### src/rtl/pacman_sprite_drawer_pkg.sv
// Shared constants, state encoding and pixel helpers for the Pac-Man sprite drawer.
package pacman_sprite_drawer_pkg;

    localparam int unsigned TILE_SIZE  = 5;
    localparam int unsigned MAX_TILE_X = 31;
    localparam int unsigned MAX_TILE_Y = 23;
    localparam int unsigned X_W        = 8;
    localparam int unsigned Y_W        = 7;
    localparam int unsigned COLOUR_W   = 3;
    localparam int unsigned SHAPE_W    = TILE_SIZE * TILE_SIZE;
    localparam int unsigned SCAN_W     = 3;
    localparam int unsigned PIX_W      = 9;
    localparam int unsigned IDX_W      = 5;

    localparam logic [COLOUR_W-1:0] BG_COLOUR = 3'b000;

    localparam logic [1:0] ST_IDLE   = 2'd0;
    localparam logic [1:0] ST_ERASE  = 2'd1;
    localparam logic [1:0] ST_DRAW   = 2'd2;
    localparam logic [1:0] ST_FINISH = 2'd3;

    // Pixel coordinate of a tile offset, widened so the largest valid tile cannot wrap.
    function automatic logic [PIX_W-1:0] pixel_coord(input logic [X_W-1:0] tile,
                                                     input logic [SCAN_W-1:0] off);
        return PIX_W'(tile) * PIX_W'(TILE_SIZE) + PIX_W'(off);
    endfunction

    function automatic logic [IDX_W-1:0] shape_index(input logic [SCAN_W-1:0] row,
                                                     input logic [SCAN_W-1:0] col);
        return IDX_W'(row) * IDX_W'(TILE_SIZE) + IDX_W'(col);
    endfunction

endpackage

### src/rtl/pacman_sprite_drawer_scan.sv
// Row-major 5x5 scanner: col is the inner index, last flags the final pixel.
module tile_scan_counter
    import pacman_sprite_drawer_pkg::*;
(
    input  logic              clock,
    input  logic              reset,
    input  logic              clear,
    input  logic              enable,
    output logic [SCAN_W-1:0] row,
    output logic [SCAN_W-1:0] col,
    output logic              last
);

    localparam logic [SCAN_W-1:0] LAST_IDX = SCAN_W'(TILE_SIZE - 1);

    always_ff @(posedge clock or posedge reset) begin
        if (reset) begin
            row <= '0;
            col <= '0;
        end else if (clear) begin
            row <= '0;
            col <= '0;
        end else if (enable) begin
            if (col == LAST_IDX) begin
                col <= '0;
                row <= (row == LAST_IDX) ? '0 : row + SCAN_W'(1);
            end else begin
                col <= col + SCAN_W'(1);
            end
        end
    end

    assign last = (row == LAST_IDX) && (col == LAST_IDX);

endmodule

### src/rtl/pacman_sprite_drawer.sv
// Draws a 5x5 sprite at a tile position, erasing the previous tile first when it moved.
module pacman_sprite_drawer
    import pacman_sprite_drawer_pkg::*;
(
    input  logic                clock,
    input  logic                reset,
    input  logic                start,
    input  logic [SHAPE_W-1:0]  shape,
    input  logic [X_W-1:0]      x_in,
    input  logic [Y_W-1:0]      y_in,
    input  logic [COLOUR_W-1:0] colour_in,
    output logic [X_W-1:0]      vga_x,
    output logic [Y_W-1:0]      vga_y,
    output logic [COLOUR_W-1:0] vga_colour,
    output logic                plot,
    output logic                busy,
    output logic                done
);

    localparam logic [SCAN_W-1:0] LAST_IDX = SCAN_W'(TILE_SIZE - 1);

    logic [1:0]          state, nxt_state;
    logic [SHAPE_W-1:0]  req_shape;
    logic [X_W-1:0]      req_x, prev_x;
    logic [Y_W-1:0]      req_y, prev_y;
    logic [COLOUR_W-1:0] req_colour;
    logic                req_ok, prev_valid;

    logic [SCAN_W-1:0]   row, col, next_row, next_col, emit_row, emit_col;
    logic                last, scan_clear, scan_en;
    logic                start_ok, erase_needed, latch, store_prev;
    logic                emit, emit_erase, nxt_plot, nxt_done;
    logic [X_W-1:0]      nxt_x, tile_x;
    logic [Y_W-1:0]      nxt_y, tile_y;
    logic [COLOUR_W-1:0] nxt_colour, colour_sel;
    logic [SHAPE_W-1:0]  shape_sel;

    tile_scan_counter u_scan (
        .clock  (clock),
        .reset  (reset),
        .clear  (scan_clear),
        .enable (scan_en),
        .row    (row),
        .col    (col),
        .last   (last)
    );

    assign start_ok     = (x_in <= X_W'(MAX_TILE_X)) && (y_in <= Y_W'(MAX_TILE_Y));
    assign erase_needed = prev_valid && ((x_in != prev_x) || (y_in != prev_y));
    assign next_col     = (col == LAST_IDX) ? '0 : col + SCAN_W'(1);
    assign next_row     = (col == LAST_IDX) ? row + SCAN_W'(1) : row;

    // Outputs are registered from the pixel the next cycle will show, so the
    // first plot appears the cycle after start and FINISH shows no plot.
    always_comb begin
        nxt_state  = state;
        scan_clear = 1'b0;
        scan_en    = 1'b0;
        latch      = 1'b0;
        store_prev = 1'b0;
        emit       = 1'b0;
        emit_erase = 1'b0;
        emit_row   = '0;
        emit_col   = '0;
        nxt_done   = 1'b0;
        case (state)
            ST_IDLE: begin
                scan_clear = 1'b1;
                if (start) begin
                    latch = 1'b1;
                    if (!start_ok) begin
                        nxt_state = ST_FINISH;
                        nxt_done  = 1'b1;
                    end else begin
                        nxt_state  = erase_needed ? ST_ERASE : ST_DRAW;
                        emit       = 1'b1;
                        emit_erase = erase_needed;
                    end
                end
            end
            ST_ERASE: begin
                emit = 1'b1;
                if (last) begin
                    scan_clear = 1'b1;
                    nxt_state  = ST_DRAW;
                end else begin
                    scan_en    = 1'b1;
                    emit_erase = 1'b1;
                    emit_row   = next_row;
                    emit_col   = next_col;
                end
            end
            ST_DRAW: begin
                if (last) begin
                    scan_clear = 1'b1;
                    nxt_state  = ST_FINISH;
                    nxt_done   = 1'b1;
                end else begin
                    scan_en  = 1'b1;
                    emit     = 1'b1;
                    emit_row = next_row;
                    emit_col = next_col;
                end
            end
            ST_FINISH: begin
                scan_clear = 1'b1;
                store_prev = req_ok;
                nxt_state  = ST_IDLE;
            end
            default: nxt_state = ST_IDLE;
        endcase

        tile_x     = emit_erase ? prev_x : ((state == ST_IDLE) ? x_in : req_x);
        tile_y     = emit_erase ? prev_y : ((state == ST_IDLE) ? y_in : req_y);
        shape_sel  = (state == ST_IDLE) ? shape : req_shape;
        colour_sel = (state == ST_IDLE) ? colour_in : req_colour;

        nxt_plot   = emit;
        nxt_x      = vga_x;
        nxt_y      = vga_y;
        nxt_colour = vga_colour;
        if (emit) begin
            nxt_x      = X_W'(pixel_coord(tile_x, emit_col));
            nxt_y      = Y_W'(pixel_coord(X_W'(tile_y), emit_row));
            nxt_colour = (!emit_erase && shape_sel[shape_index(emit_row, emit_col)])
                         ? colour_sel : BG_COLOUR;
        end
    end

    always_ff @(posedge clock or posedge reset) begin
        if (reset) begin
            state      <= ST_IDLE;
            vga_x      <= '0;
            vga_y      <= '0;
            vga_colour <= BG_COLOUR;
            plot       <= 1'b0;
            busy       <= 1'b0;
            done       <= 1'b0;
            req_shape  <= '0;
            req_x      <= '0;
            req_y      <= '0;
            req_colour <= '0;
            req_ok     <= 1'b0;
            prev_x     <= '0;
            prev_y     <= '0;
            prev_valid <= 1'b0;
        end else begin
            state      <= nxt_state;
            vga_x      <= nxt_x;
            vga_y      <= nxt_y;
            vga_colour <= nxt_colour;
            plot       <= nxt_plot;
            busy       <= (nxt_state != ST_IDLE);
            done       <= nxt_done;
            if (latch) begin
                req_shape  <= shape;
                req_x      <= x_in;
                req_y      <= y_in;
                req_colour <= colour_in;
                req_ok     <= start_ok;
            end
            if (store_prev) begin
                prev_x     <= req_x;
                prev_y     <= req_y;
                prev_valid <= 1'b1;
            end
        end
    end

endmodule

### config.mk
export PLATFORM = sky130hd
export DESIGN_NAME = pacman_sprite_drawer
export DESIGN_NICKNAME = d
export VERILOG_FILES = /design/src/rtl/pacman_sprite_drawer_pkg.sv /design/src/rtl/pacman_sprite_drawer_scan.sv /design/src/rtl/pacman_sprite_drawer.sv
export SDC_FILE = /design/constraint.sdc
export NUM_CORES = 1
export LEC_CHECK = 0
export BUFFER_PORTS_ARGS = -buffer_cell sky130_fd_sc_hd__buf_2
export CORE_UTILIZATION = 39
export CTS_CLUSTER_SIZE = 28
export DETAILED_ROUTE_END_ITERATION = 6
export SKIP_CTS_REPAIR_TIMING = 1
export SKIP_LAST_GASP = 1
export SYNTH_ARGS = -nofsm -noshare
export SYNTH_HDL_FRONTEND = slang
export SYNTH_HIERARCHICAL = 1
export SYNTH_SLANG_ARGS = --single-unit
### constraint.sdc
create_clock -name clock -period 5.95 [get_ports clock]
set_input_delay 0.595 -clock clock [delete_from_list [all_inputs] [get_ports clock]]
set_output_delay 0.595 -clock clock [all_outputs]
set_load 0.02 [all_outputs]
# After elaboration in Yosys (flattened, before gate mapping)
# Cells that the tools add are included.
# word_totals
reg_bits,89
in_bits,46
out_inout_bits,21
word_cells,91
# op_classes
add_sub_neg,5
n_mul,3
magnitude_cmp,3
eq_ne,7
n_mux,43
n_reduce_logical,13
# op_table
operator,count
3-bit two-way mux,14
25-bit two-way mux,1
8-bit two-way mux,2
7-bit two-way mux,2
1-bit two-way mux,13
2-bit two-way mux,5
8-bit by 3-bit adder with 8-bit output,1
8-bit by 5-bit <= comparator with 1-bit output (second input constant),1
8-bit by 3-bit multiplier with 8-bit output (second input constant),1
8-bit != test,1
2-bit one-hot mux with 4 select lines,1
7-bit by 3-bit adder with 7-bit output,1
7-bit by 5-bit <= comparator with 1-bit output (second input constant),1
7-bit by 3-bit multiplier with 7-bit output (second input constant),1
7-bit != test,1
3-bit by 1-bit adder with 3-bit output (second input constant),2
3-bit equality test (second input constant),2
5-bit by 6-bit less-than comparator with 1-bit output (second input constant),1
1-bit one-hot mux with 2 select lines,3
2-bit nonzero test,3
5-bit by 3-bit adder with 5-bit output,1
1-bit binary-select mux with 5-bit select,1
3-bit by 3-bit multiplier with 5-bit output (second input constant),1
2-bit equality test (second input constant),2
8 further kinds,12

# Longest topological paths before layout
# Gate-level depths: netlist (run 1).
# depth
word_depth,10
depth_mapped,22
depth_no_buf,20

# Modules after synthesis
# The synthesis (run 1) kept the hierarchy.
# by_module_without_submodules
mod,n_inst,cells_per_inst,area_per_inst_um2,seq_area_each_um2
pacman_sprite_drawer,1,476,5240.0,2077.0
tile_scan_counter,1,37,350.3,150.1

# Worst setup path after synthesis (run 1)
# No wires, ideal clock.
# synth_timing
path_type,reg2reg
from,register state[0]
to,register vga_x[7]
setup_time_ns,0.069
arrival_ns,4.453
t_required_ns,5.881
path_slack_ns,1.429
stages_incl_launch_ff,20
n_path_buf,4
synth_period_minus_slack_ns,4.521
path_cell_list,dfrtp_1 inv_1 ha_1 buf_2 buf_1 buf_2 clkbuf_1 mux2i_1 o21ai_0 ha_1 ha_1 ha_1 nor2b_1 o21ai_0 a21boi_0 or4_1 nand3_1 xnor2_1 or3_1 nand3_1
# synth_between
elab_chain_len,5
elab_cells_between_ends,11
classes_between,add/sub: 1; mul: 1; eq/ne: 2; mux: 5; reduce/logical: 2
# synth_lines
element,line,rtl
from (decl),pacman_sprite_drawer.sv:22,"logic [1:0] state, nxt_state;"
from (signal assigned),pacman_sprite_drawer.sv:148,state <= nxt_state;
2-bit by 1-bit equality test with 1-bit output / 2-bit zero test (equally long branches),"pacman_sprite_drawer.sv:66, pacman_sprite_drawer.sv:113",
1-bit one-hot mux with 2 select lines / 8-bit two-way mux (equally long branches),"pacman_sprite_drawer.sv:66, pacman_sprite_drawer.sv:113",
8-bit two-way mux,pacman_sprite_drawer.sv:113,tile_x = emit_erase ? prev_x : ((state == ST_IDLE) ? x_in : req_x);
8-bit by 3-bit multiplier with 8-bit output,pacman_sprite_drawer_pkg.sv:25,return PIX_W'(tile) * PIX_W'(TILE_SIZE) + PIX_W'(off);
8-bit by 3-bit adder with 8-bit output,pacman_sprite_drawer_pkg.sv:25,
to (signal assigned),pacman_sprite_drawer.sv:149,vga_x <= nxt_x;
to (decl),pacman_sprite_drawer.sv:12,"output logic [X_W-1:0] vga_x,"
# Parallel ways exist; a longest one is shown, timed or not.
# A chain may end at the register's enable or synchronous reset.

# Worst setup path after layout (run 1)
# layout_timing
from,register prev_x[4]
to,register vga_x[7]
# layout_between
elab_chain_len,9
# layout_lines
element,line,rtl
from (decl),pacman_sprite_drawer.sv:24,"logic [X_W-1:0] req_x, prev_x;"
from (signal assigned),pacman_sprite_drawer.sv:163,prev_x <= req_x;
8-bit != test,pacman_sprite_drawer.sv:49,assign erase_needed = prev_valid && ((x_in != prev_x) || (y_in != prev_y));
1-bit logical OR,pacman_sprite_drawer.sv:49,
1-bit logical AND,pacman_sprite_drawer.sv:49,
1-bit two-way mux,pacman_sprite_drawer.sv:71,if (!start_ok) begin
1-bit two-way mux,pacman_sprite_drawer.sv:69,if (start) begin
1-bit one-hot mux with 2 select lines,pacman_sprite_drawer.sv:66,case (state)
8-bit two-way mux *,pacman_sprite_drawer.sv:113,
8-bit by 3-bit multiplier with 8-bit output *,pacman_sprite_drawer_pkg.sv:25,
8-bit by 3-bit adder with 8-bit output *,pacman_sprite_drawer_pkg.sv:25,
# Every way passes the cells marked *; elsewhere a longest branch is shown, timed or not.

==> results_dict.tcl, run 1 <==
set metrics [dict create \
    p_leak_uw 0.003080 \
    cts_tree "built" \
    diodes 0 \
    rows 43 \
    fin_util_pct 46.03 \
    crit_path_cell_trace "xor2_1 -> nor4_1 -> nand4_1 -> nand2_1 -> o21ai_1 -> buf_4 -> o21ai_0 -> ha_1 -> ha_1 -> ha_1 -> nor2b_1 -> o21ai_0 -> a21boi_0 -> or4_1 -> nand3_1 -> xnor2_1 -> or3_1 -> nand3_1" \
    total_power_uw 3971 \
    num_vias 3976 \
    yosysWarnings 6 \
    cap_violations 0 \
    cp-end-kind "flip-flop" \
    dpl.hpwl_um 9195 \
    timing.final.crit_share_pct 80.70 \
    netSwitchingFraction_pct 41.67 \
    power_switching_uw 1655 \
    hold_path_class "in -> async" \
    timing.rr.start "prev_x[4]" \
    max-vdd-ir-drop_v 0.0002802 \
    fin_setup_tns_ps 0 \
    synthFlopType "dfrtp_1" \
    final_common_cell "dfrtp_1" \
    run_status "completed" \
    first_global_vias 4073 \
    min_period_ps 4802 \
    clkPwrFrac_pct 15.3 \
    routed_wirelength_um 12170 \
    wl_per_cell_um 16.01 \
    crit_type "reg -> reg" \
    overflow 0 \
    final_cell_mix "dfrtp_1 (89), mux2_2 (68), buf_2 (66), nand2_1 (62), ha_1 (51)" \
    combPwrFrac_pct 57.1 \
    p_int_uw 2317 \
    r2r_cells 18 \
    tightest_slew_ps 954.2 \
    drc 0 \
    drive_above_1_share_pct 29.14 \
    grt_util_met1_pct 23.91 \
    cts_max_path_buffers 2 \
    antenna_found_initial 0 \
    synth_area_leader_cell "dfrtp_1" \
    busiest_layer "met2" \
    synth_area_leaders "dfrtp_1 (40%), mux2_2 (14%), ha_1 (12%)" \
    slew_viol_final 0 \
    avgSynthCellArea_um2 10.90 \
    drt_pass1_iterations 4 \
    ys_ff_latch 89 \
    crit_start "prev_x[4]" \
    setup_slack_ps 1148 \
    cp-start-kind "flip-flop" \
    critical_path_required_ps 6230 \
    clkTransAtPathRegs_ps 70 \
    crit_path_frequent_cell "ha_1" \
    globalRouteMet2Util_pct 28.66 \
    power_density_nw_per_um2 619.2 \
    grt_pass1_wl_um 20620 \
    numCtsBuffers 9 \
    synth.distinct_cells 50 \
    htree_levels 3 \
    met3_usage_pct 5.337 \
    layout.cells.non_filler 760 \
    max_freq_mhz 208.3 \
    core_area_um2 13930 \
    hold_viol_final 0 \
    postSynthNetCount 614 \
    synthCells 513 \
    finalNetCount 676 \
    pre_cts_ws_ps 912.0 \
    drtIter0Drc 175 \
    via_per_inst 5.232 \
    root_buffer "clkbuf_16" \
    ios 67 \
    numClockSinks 89 \
    setup_viol 0 \
    synth_edf_count 0 \
    grt_max_degree 45 \
    areaGrowthSynthToFinish_pct 14.73 \
    cp_max_fo 28 \
    synthArstFlopShare_pct 100.0 \
    dieHeight_um 121.7 \
    critPathSlowestCell "dfrtp_1" \
    netlist_area_um2 5590 \
    place_inst 744 \
    gr-usage-all-layers_pct 18.04 \
    cpPeakStageDelay_ps 460 \
    initial_core_util_pct 40.12 \
    rsz0062_at_grt "no" \
    skew_ps 6.799 \
    clk_latency_ps 350 \
    synth_top_cell_area_share_pct 39.84 \
    yosysSeqAreaShare_pct 39.84 \
    die_area_um2 14820 \
    cp_data_arrival_time_ps 5080 \
    die_x_um 121.7 \
    place_congestion 0.8020 \
    power_frac_seq_pct 27.6 \
    numPortBuffers 66 \
    max_slew_margin_pct 36.39 \
    antenna_left 0 \
]
[synthesized netlist by cell type, types with 2 or more instances]
master / number
clkbuf_1: 12
a21o_1: 4
o22ai_1: 6
nand3_1: 8
a22oi_1: 2
nor3b_1: 2
or3_4: 2
o21ai_0: 28
buf_2: 5
xor2_1: 22
o31ai_1: 6
nor2_1: 15
o21ai_1: 2
ha_1: 52
or3_1: 4
a211oi_1: 2
nor4_1: 3
buf_1: 2
a21oi_1: 17
dfrtp_1: 89
nor2b_1: 3
inv_1: 23
fa_1: 3
mux2i_1: 23
nor3_1: 6
a221oi_1: 2
mux2_2: 68
nand2_1: 62
and3_1: 2
mux4_2: 7
xnor2_1: 12
[area by class of cell]
type                       instances  area, um2
inverter                          24      91.34
timing repair buffer              70      360.3
clock inverter                     5      78.83
fill                            1289       7521
clock buffer                      11      232.7
tap                              180      225.2
multi-input combinational        381       3198
sequential                        89       2227
[registers in the layout, summed over array words and instances, names as in the netlist, 7 cells and up]
name,flops
req_x,8
req_y,7
req_shape,25
vga_x,8
prev_x,8
vga_y,7
prev_y,7
[stage by stage]
step	hold slack, ps	area (um2)
2_1_floorplan	386.0	5590
3_3_place_gp	458.0	6102
3_5_place_dp	465.7	6102
4_1_cts	171.7	6414
5_1_grt	206.7	6414
6_report	167.8	6414
[metal layers]
metal / share of wire [%] / vias to the layer above
met1: 48 / 1941
met3: 3.7 / 11
met2: 47 / 67
met4: 1.2 / 0
li1: - / 1957
met5: 0 / -
[worst paths after layout]
check                           endpoint  slack, ps
min in group clock              vga_x[3]        470
setup reg to reg                vga_x[7]       1150
hold reg to reg                 vga_x[3]        470
hold / removal             u_scan/col[2]        170
max in group asynchronous  req_shape[19]       4570
setup / recovery                vga_x[7]       1150
[kinds of logic (layout without fill, tap and decap cells)]
family,after synthesis,after routing,share of synthesized area (%)
AND/OR/NAND/NOR,115,115,9.669
multiplexers,99,99,20.90
flip-flops,89,89,39.84
AO/OA/AOI/OAI,77,77,8.259
adder cells (fa/ha/maj),55,55,12.71
buffers and inverters,43,110,2.999
XOR/XNOR,35,35,5.618
[power groups by stage]
stage	clock (uW)	combinational [uW]	sequential [uW]
2_1_floorplan	0	1690	1130
3_3_place_gp	0	2240	1090
3_5_place_dp	0	2270	1110
4_1_cts	621	2300	1100
5_1_grt	645	2550	1140
6_report	607	2270	1100
[critical path, delay by kind of cell, from the launching register on]
family	cells	cell delay, ps
XOR/XNOR	2	270
AO/OA/AOI/OAI	4	890
adder cells (fa/ha/maj)	3	940
flip-flops	1	460
AND/OR/NAND/NOR	8	1930
buffers and inverters	1	230
(Power assumes the default switching activity.)
==> inputs of run 2 (changes only) <==
==> constraint.sdc (replaced) <==
create_clock -name clock -period 4.7 [get_ports clock]
set_input_delay 0.47 -clock clock [delete_from_list [all_inputs] [get_ports clock]]
set_output_delay 0.47 -clock clock [all_outputs]
set_load 0.02 [all_outputs]
==> results_dict.tcl, run 2 (synthesis results as in run 1) <==
set metrics [dict create \
    p_leak_uw 0.003109 \
    antenna_left 0 \
    cts_tree "built" \
    cpPeakStageDelay_ps 420 \
    drc 0 \
    dieHeight_um 121.7 \
    numCtsBuffers 9 \
    final_cell_mix "dfrtp_1 (89), mux2_2 (68), buf_2 (66), nand2_1 (61), ha_1 (51)" \
    drt_pass1_iterations 4 \
    max-vdd-ir-drop_v 0.0003707 \
    cp_top_family "simple AND/OR/NAND/NOR gates" \
    core_area_um2 13930 \
    tightest_slew_ps 876.8 \
    crit_type "reg -> reg" \
    fin_setup_tns_ps 0 \
    grt_pass1_wl_um 19880 \
    clkTransAtPathRegs_ps 60 \
    drive_above_1_share_pct 30.66 \
    clk_latency_ps 350 \
    crit_buf_inv 1 \
    areaGrowthSynthToFinish_pct 15.69 \
    max_freq_mhz 224.8 \
    num_vias 4025 \
    slew_viol_final 0 \
    root_buffer "clkbuf_16" \
    place_inst 751 \
    htree_levels 3 \
    first_global_vias 4028 \
    rows 43 \
    dpl.hpwl_um 9012 \
    finalNetCount 683 \
    hold_viol_final 0 \
    wl_per_cell_um 15.71 \
    whs_ps 54.47 \
    cts_max_path_buffers 2 \
    skew_ps 8.478 \
    min_period_ps 4449 \
    crit_path_cell_trace "xor2_1 -> nor4_1 -> nand4_1 -> nand2_1 -> o21ai_1 -> buf_12 -> o21ai_0 -> ha_1 -> ha_1 -> ha_1 -> nor2b_1 -> o21ai_0 -> a21boi_0 -> or4_1 -> nand3_1 -> xnor2_1 -> or3_1 -> nand3_1" \
    largest-register "req_shape" \
    layout.cells.non_filler 767 \
    routed_wirelength_um 12050 \
    initial_core_util_pct 40.12 \
    critPathSlowestCell "or4_1" \
    numPortBuffers 66 \
    timing.final.crit_share_pct 94.66 \
    grt_max_degree 48 \
    rsz0062_at_grt "yes" \
    cp_max_fo 29 \
    ios 67 \
    die_area_um2 14820 \
    hold_path_class "in -> async" \
    antenna_found_initial 0 \
    final_common_cell "dfrtp_1" \
    cp-start-kind "flip-flop" \
    crit_path_frequent_cell "ha_1" \
    gr-usage-all-layers_pct 17.46 \
    cap_violations 0 \
    cp-end-kind "flip-flop" \
    die_x_um 121.7 \
    power_density_nw_per_um2 773.2 \
    cp_data_arrival_time_ps 4730 \
    run_status "completed" \
    diodes 0 \
    largest_reg_flops 25 \
    setup_viol 0 \
    via_per_inst 5.248 \
    max_slew_margin_pct 41.54 \
    place_congestion 0.8378 \
    critical_path_required_ps 4980 \
    drtIter0Drc 165 \
    overflow 0 \
    numClockSinks 89 \
]
[run 2: stage by stage]
step | cell area [um2] | setup slack [ps] | power, uW | utilization [%]
final | 6467 | 251.1 | 5001 | 46.41
after global routing | 6467 | -133.0 | 5448 | 46.41
after CTS | 6462 | 163.8 | 5054 | 46.38
after detailed placement | 6167 | 121.6 | 4297 | 44.26
after global placement | 6167 | 81.14 | 4251 | 44.26
after floorplan | 5590 | 178.6 | 3574 | -
[run 2: area by class of cell]
cell class	instances	area (um2)
fillers	1323	7467
clock buffers	9	225.2
repair buffers	77	425.4
inverters	24	91.34
well taps	180	225.2
multi-input cells	381	3203
clock inverters	7	70.07
flip-flops and latches	89	2227
[run 2: power breakdown]
part           switching (uW)  leakage [uW]  internal, uW
Clock                     303      0.000146           412
Sequential                230       0.00111          1140
Combinational            1560       0.00186          1360
Total                    2100       0.00311          2910
[run 2: path summary, 6_finish.rpt]
check                               start            end  slack (ps)  depth (start not counted)
worst max-delay path            prev_y[5]       vga_x[7]         250                         18
worst min-delay path                reset  u_scan/col[2]          50                          2
worst max register to register  prev_y[5]       vga_x[7]         250                         18
worst min register to register   vga_y[2]       vga_y[2]         470                          2
max in group asynchronous           reset  vga_colour[1]        3470                          3
min in group clock              shape[15]  req_shape[15]         360                          2
[run 2: layer usage]
| layer | part of all wire [%] | global-route usage (%) | routed length [um] |
|---|---|---|---|
| met1 | 47 | 23.18 | 5663 |
| met2 | 46 | 27.77 | 5595 |
| met3 | 4.8 | 4.120 | 573 |
| met4 | 1.8 | 6.173 | 217 |
| met5 | 0 | 0 | 0 |
[run 2: worst reg2reg max path, cell delays in order (launching register included)]
cell	delay, ps
dfrtp_1	410
xor2_1	170
nor4_1	410
nand4_1	230
nand2_1	170
o21ai_1	110
buf_12	170
o21ai_0	310
ha_1	310
ha_1	290
ha_1	330
nor2b_1	140
o21ai_0	180
a21boi_0	160
or4_1	420
nand3_1	120
xnor2_1	80
or3_1	300
nand3_1	80
